$ cat config.mk
export PLATFORM = sky130hd
export DESIGN_NAME = prbs_burst_sched
export DESIGN_NICKNAME = d
export VERILOG_FILES = /design/src/rtl/prbs_burst_sched.sv
export SDC_FILE = /design/constraint.sdc
export NUM_CORES = 1
export LEC_CHECK = 0
export ABC_CLOCK_PERIOD_IN_PS = 4330
export CAP_MARGIN = 0
export CORE_ASPECT_RATIO = 0.5
export CORE_MARGIN = 2
export CORE_UTILIZATION = 57
export CTS_BUF_LIST = sky130_fd_sc_hd__clkbuf_2 sky130_fd_sc_hd__clkbuf_4 sky130_fd_sc_hd__clkbuf_8
export DETAILED_ROUTE_END_ITERATION = 10
export PLACE_DENSITY = 0.91
export SLEW_MARGIN = 10
export SYNTH_ARGS = -nofsm -noshare
export SYNTH_HDL_FRONTEND = slang
export SYNTH_SLANG_ARGS = --single-unit
$ cat constraint.sdc
create_clock -name clk -period 4.33 [get_ports clk]
set_input_delay 0.433 -clock clk [delete_from_list [all_inputs] [get_ports clk]]
set_output_delay 0.433 -clock clk [all_outputs]
set_load 0.05 [all_outputs]
$ cat src/rtl/prbs_burst_sched.sv
// prbs_burst_sched: reseeds a PRBS9 generator and frames its decimated advance pulses into gapped bursts
module prbs_burst_sched #(
  parameter int OVERSAMPLE = 4,
  parameter int LEN_W = 16,
  parameter int NB_W = 8
) (
  input  logic             clk,
  input  logic             i_reset,
  input  logic             i_start,
  input  logic             i_stop,
  input  logic [LEN_W-1:0] i_burst_len,
  input  logic [LEN_W-1:0] i_gap_len,
  input  logic [NB_W-1:0]  i_nbursts,
  output logic             o_prbs_reset,
  output logic             o_prbs_ctrl,
  output logic             o_bit_valid,
  output logic             o_busy,
  output logic             o_done,
  output logic [LEN_W-1:0] o_bit_cnt,
  output logic [NB_W-1:0]  o_burst_cnt
);
  localparam int PH_W = OVERSAMPLE > 1 ? $clog2(OVERSAMPLE) : 1;
  localparam logic [PH_W-1:0] PH_LAST = PH_W'(OVERSAMPLE - 1);
  typedef enum logic [2:0] {IDLE, SEED, RUN, GAP, DONE} state_t;
  state_t state;
  logic [PH_W-1:0] phase;
  logic [LEN_W-1:0] burst_len, gap_len, gap_cnt, bit_nxt;
  logic [NB_W-1:0] nbursts, burst_nxt;
  logic burst_end, run_end;
  assign o_prbs_ctrl = (state == RUN) && (phase == PH_LAST) && !i_stop;
  assign o_prbs_reset = state == SEED;
  assign o_busy = state != IDLE;
  assign o_done = state == DONE;
  assign bit_nxt = o_bit_cnt + LEN_W'(1);
  assign burst_nxt = o_burst_cnt + NB_W'(1);
  assign burst_end = o_prbs_ctrl && (bit_nxt == burst_len);
  assign run_end = burst_end && (nbursts != '0) && (burst_nxt == nbursts);
  // sequencing of seed, decimated bursts, gaps and completion; stop overrides every active state
  always_ff @(posedge clk) begin
    if (i_reset) begin
      state <= IDLE;
      phase <= '0;
      gap_cnt <= '0;
      burst_len <= '0;
      gap_len <= '0;
      nbursts <= '0;
      o_bit_cnt <= '0;
      o_burst_cnt <= '0;
      o_bit_valid <= 1'b0;
    end else begin
      o_bit_valid <= o_prbs_ctrl;
      if (state != IDLE && i_stop) state <= IDLE;
      else
        case (state)
          IDLE:
            if (i_start) begin
              burst_len <= i_burst_len;
              gap_len <= i_gap_len;
              nbursts <= i_nbursts;
              o_bit_cnt <= '0;
              o_burst_cnt <= '0;
              phase <= '0;
              gap_cnt <= '0;
              state <= SEED;
            end
          SEED: begin
            phase <= '0;
            state <= burst_len == '0 ? DONE : RUN;
          end
          RUN: begin
            phase <= phase == PH_LAST ? '0 : phase + PH_W'(1);
            if (burst_end) begin
              o_burst_cnt <= burst_nxt;
              o_bit_cnt <= run_end ? bit_nxt : '0;
              gap_cnt <= '0;
              state <= run_end ? DONE : (gap_len == '0 ? RUN : GAP);
            end else if (o_prbs_ctrl) o_bit_cnt <= bit_nxt;
          end
          GAP:
            if (gap_cnt == gap_len - LEN_W'(1)) begin
              phase <= '0;
              state <= RUN;
            end else gap_cnt <= gap_cnt + LEN_W'(1);
          DONE: state <= IDLE;
          default: state <= IDLE;
        endcase
    end
  end
endmodule

==> impl_metrics.toml, run 1 <==
[detailed_routing]
drtIter0Drc = 384
drt-total-wl_um = 13110
wl_per_cell_um = 15.59
drt_pre_antenna_iters = 5
ant_nets = 0
routed_via_density = 6.004
drc = 0
vias = 5049

[logic_synthesis]
synth.distinct_cells = 63
ys_seq_area_frac = 0.3404
synthesis.nets = 718
synth_edf_count = 0
synth_area_um2 = 5057
yosysTopAreaCell = "dfxtp_1"
async_reset_ff_frac = 0
synth_warnings = 0
synthFlopType = "dfxtp_1"
synth-seq-cells = 86
syn_avg_cell_area_um2 = 7.571
synth_area_leaders = "dfxtp_1 (34%), nand2_1 (10%), a21oi_1 (6.9%)"
synth_top_cell_area_share = 0.3404
yosysMostFrequentCell = "nand2_1"
synth_cells = 668
synth_common_cells = "nand2_1 (140), dfxtp_1 (86), a21oi_1 (70)"

[power_and_ir_drop]
power.density_nw_per_um2 = 347.1
p_int_w = 0.001429
irDropWorstVdd_uv = 180.1
combinationalPowerShare = 0.237
total_power_w = 0.002097
p_leak_nw = 2.150
clock_power_share = 0.330
swShare = 0.3184
sequentialPowerShare = 0.433
power_switching_w = 0.0006676

[timing]
max_freq_mhz = 259.7
tightestPinTransition_ps = 1024
setup_viol = 0
hold_viol_final = 0
hold_slack_ps = 482.6
finalWorstSetupSlack_ps = 478.7
tns_ps = 0
relSlewSlack = 0.3154
fin_crit_sh = 0.8894
finClkSkew_ps = 9.791
period_minus_slack_ps = 3851
rsz0062_at_grt = "no"
slew_violations = 0

[layout]
seq_area_um2 = 1722
final_area_um2 = 6041
multiInputGateArea_um2 = 3138
num-fill-cells = 679
diodes = 0
area_growth_syn_to_layout_pct = 19.45
drive_gt1_frac = 0.05939
finalNetCount = 769

[clock_network]
cts_made_buffers = 9
cts_hold_buffers = 0
cts_max_level = 3
cts_buffer_depth = 2
clockRootBuffer = "clkbuf_8"
worstSkewPairLatency_ps = 370
clock-sinks = 86
cts_tree = "built"
clk_pin_slew_ps = 80
ctsResizeCount = 0
cts_setup_buffers = 0

[critical_path]
cp_max_fo = 25
criticalPathCategory = "reg2reg"
end_kind = "register"
ff2ff_setup_slack_ps = 480
arrival_ps = 4170
r2r_cells = 11
start_kind = "register"
cp_data_required_time_ps = 4650

[global_routing]
grt.total_usage = 0.2794
grt_pass1_vias = 4608
grt_pass1_wl_um = 21820
grt-ovfl-total = 0
grt_antenna_before_repair = 0
grt_max_degree = 36

[placement]
hpwlAfterDp_um = 9450
pre_cts_ws_ps = 516.0
portBuffers = 72
gp_congestion = 0.9510
placed_area_um2 = 5798

[floorplan]
die_height_um = 70.61
row_count = 24
initial_core_util = 0.5848
die_w_um = 137.2
io_pins = 73
die_area_um2 = 9688
core_um2 = 8648

[worst_hold_path]
hold_path_depth = 2
worstHoldPathType = "in2reg"

[flow_run]
maxCapViolCount = 0

[run_status]
status = "finished, final reports clean"
sequential cells by signal, indices dropped and copies added, names as in the netlist:
register / flops
phase: 2
nbursts: 8
state: 3
gap_len: 16
o_burst_cnt: 8
gap_cnt: 16
burst_len: 16
o_bit_cnt: 16
o_bit_valid: 1
cell families (layout without fill, tap and decap cells):
kind of cell             after synthesis  count (layout)  synth area share
flip-flops                            86              86            0.3404
adder cells (fa/ha/maj)                6               6           0.01484
AO/OA/AOI/OAI                        147             147            0.1836
AND/OR/NAND/NOR                      324             324            0.3184
buffers and inverters                 47             103           0.03958
XOR/XNOR                              51              51           0.08832
multiplexers                           7               7           0.01484
worst max-delay path, cell delays in order, from the launching register on:
cell and delay, ps:
dfxtp_1 480, ha_1 320, nand4_1 290, nor4_2 270, xnor2_1 130, or4_1 500
or4_4 450, nor3_4 220, buf_4 230, o21ai_2 260, or4_1 550, nand2_1 80
cell type report:
cell class	instances	share of cell area
clock buffer	10	0.02175
timing repair buffer	78	0.1259
inverter	9	0.005592
clock inverter	6	0.01802
tap	117	0.02423
multi-input combinational	535	0.5195
sequential	86	0.2850
per-layer routing:
layer	global-route usage	share of wire	up-vias
met2	0.4583	0.47	193
li1	-	-	2461
met5	0	0	-
met3	0.07384	0.068	29
met4	0.09164	0.022	0
met1	0.3609	0.44	2366
power by group through the flow:
stage,combinational [W],clock [W],sequential [W]
after CTS,0.000491,0.000700,0.000906
after global placement,0.000471,0,0.000922
final,0.000497,0.000691,0.000908
after floorplan,0.000382,0,0.000891
after global routing,0.000549,0.000730,0.000916
after detailed placement,0.000485,0,0.000925
metrics by stage:
step | utilization | instances
final | 0.6985 | 841
after global routing | 0.6985 | 841
after global placement | 0.6704 | 825
after CTS | 0.6982 | 841
after floorplan | - | 668
after detailed placement | 0.6704 | 825
final timing paths:
kind,start,to
worst max-delay path,o_bit_cnt[0]$_SDFFE_PP0P_,gap_cnt[5]$_SDFFE_PP0P_
worst min-delay path,i_reset,phase[0]$_SDFFE_PP0P_
worst max register to register,o_bit_cnt[0]$_SDFFE_PP0P_,gap_cnt[5]$_SDFFE_PP0P_
worst min register to register,nbursts[3]$_SDFFE_PP0P_,nbursts[3]$_SDFFE_PP0P_
placed cells by master (no fill, tap or decap), types with 3 or more instances in the layout:
master,instances
nand2_1,140
dfxtp_1,86
clkdlybuf4s50_1,71
a21oi_1,70
nor2_1,35
xnor2_1,35
nand3_1,26
or3_1,21
o21ai_0,20
nor3_1,17
xor2_1,16
nand4_1,13
o211ai_1,11
inv_1,9
nand2b_1,9
or4_1,9
nor4_1,9
clkbuf_8,9
and3_1,8
a21o_1,8
or2_2,6
o31ai_1,6
ha_1,6
buf_4,6
nor2b_1,5
o21a_1,4
and2_1,4
a21boi_0,4
mux2_2,4
and4_1,3
o22ai_1,3
nor4b_1,3
nand3b_1,3
mux2i_1,3
bufinv_16,3
(Power assumes the default switching activity.)
==> run 2, diff against run 1 <==
Settings changed: CORE_UTILIZATION 57 to 50, PLACE_DENSITY 0.91 to 0.82.
==> impl_metrics.toml, run 2 (same netlist as run 1, synthesis figures left out) <==
[run_status]
status = "finished, final reports clean"

[layout]
multiInputGateArea_um2 = 3136
final_area_um2 = 6106
final_common_cell = "nand2_1"
num-fill-cells = 869
drive_gt1_frac = 0.06061
diodes = 0
final_core_util = 0.6338
area_growth_syn_to_layout_pct = 20.73
finalNetCount = 771
seq_area_um2 = 1722
final_cell_mix = "nand2_1 (140), dfxtp_1 (86), clkdlybuf4s50_1 (71)"

[placement]
portBuffers = 72
placed_area_um2 = 5836
hpwlAfterDp_um = 9618
gp_congestion = 0.8989

[critical_path]
start_kind = "register"
criticalPathCategory = "reg2reg"
r2r_cells = 10
critical-path-slowest-cell = "or4_1"
cp_max_fo = 25
path_delay_family = "simple AND/OR/NAND/NOR gates"
cp_cell_sequence = "ha_1, nand4_1, nor4_2, xnor2_1, or4_1, or4_4, nor3_4, o21ai_2, or4_1, nand2_1"
cp_num_cells = 10
crit_path_frequent_cell = "or4_1"
cp_num_buf_inv = 0
arrival_ps = 4250
end_kind = "register"
slowest_delay_ps = 540
cp_data_required_time_ps = 4650

[clock_network]
clockRootBuffer = "clkbuf_8"
cts_setup_buffers = 0
worstSkewPairLatency_ps = 380
cts_tree = "built"
cts_hold_buffers = 0
clock-sinks = 86
cts_made_buffers = 9
cts_max_level = 3
cts_buffer_depth = 2
ctsResizeCount = 0
clk_pin_slew_ps = 90

[flow_run]
maxCapViolCount = 0

[detailed_routing]
ant_nets = 0
wl_per_cell_um = 15.46
drt-total-wl_um = 13310
routed_via_density = 5.862
drc = 0
vias = 5047
drtIter0Drc = 368
drt_pre_antenna_iters = 5

[timing]
finClkSkew_ps = 9.961
setup_viol = 0
fin_crit_sh = 0.9083
tns_ps = 0
hold_viol_final = 0
slew_violations = 0
max_freq_mhz = 254.3
period_minus_slack_ps = 3933
tightestPinTransition_ps = 977.1
relSlewSlack = 0.3436
rsz0062_at_grt = "no"

[global_routing]
grt-ovfl-total = 0
grt_pass1_vias = 4532
grt_pass1_wl_um = 21590
grt.total_usage = 0.2442
grt_antenna_before_repair = 0
grt_max_degree = 36

[floorplan]
die_height_um = 75.12
io_pins = 73
row_count = 25
die_area_um2 = 10980
initial_core_util = 0.5249
die_w_um = 146.2
core_um2 = 9634

[worst_hold_path]
worstHoldPathType = "reg2reg"
hold_path_depth = 2

[power_and_ir_drop]
irDropWorstVdd_uv = 147.7
p_leak_nw = 2.168
power.density_nw_per_um2 = 354.2
run 2: changes by cell type in the layout (fill, tap and decap cells not counted), sizes merged:
cell and delta:
inv -1, bufinv +1, buf +2, clkinvlp +1, clkinv -1
run 2: where the power goes:
part	switching, W	internal (W)	total [W]
logic	0.000293	0.000202	0.000495
registers	0.0000709	0.000837	0.000908
clock network	0.000304	0.000456	0.000760
run 2: metal layers:
layer  vias to the layer above  wire, um  part of all wire  GRT usage
met5                         -         0                 0          0
met1                      2374      6211              0.47     0.3081
met2                       179      6146              0.46     0.4167
met4                         0       234             0.018     0.1046
li1                       2470         -                 -          -
met3                        24       717             0.054    0.05333
run 2: area by class of cell:
cell class                 count  area share
multi-input combinational    535      0.5135
timing repair buffer          80      0.1270
tap                          135     0.02766
sequential                    86      0.2820
clock inverter                 6     0.02172
clock buffer                  10     0.02254
inverter                       9    0.005533
run 2: metrics by stage:
step / hold WS, ps / setup WS (ps) / power, W / instances
2_1_floorplan: 445.5 / 691.4 / 0.001274 / 668
3_3_place_gp: 460.0 / 628.1 / 0.001396 / 845
3_5_place_dp: 466.3 / 464.0 / 0.001411 / 845
4_1_cts: 477.6 / 423.5 / 0.002165 / 861
5_1_grt: 502.2 / 77.15 / 0.002260 / 861
6_report: 481.1 / 397.2 / 0.002162 / 861
run 2: tightest hold or removal path, delay by kind of cell, from the launching register on:
family | cells | cell delay (ps)
flops | 1 | 320
simple gates | 1 | 70
compound gates | 1 | 50
run 2: worst paths after layout:
check,startpoint,end,slack (ps)
max,o_bit_cnt[0]$_SDFFE_PP0P_,gap_cnt[7]$_SDFFE_PP0P_,400
min,phase[1]$_SDFFE_PP0P_,phase[1]$_SDFFE_PP0P_,480
max reg2reg,o_bit_cnt[0]$_SDFFE_PP0P_,gap_cnt[7]$_SDFFE_PP0P_,400
min reg2reg,phase[1]$_SDFFE_PP0P_,phase[1]$_SDFFE_PP0P_,480
==> run 3, diff against run 2 <==
Settings changed: CTS_CLUSTER_SIZE set to 25.
==> results of run 3 <==
The final DEF is identical to that of run 2; final timing and power are the same.
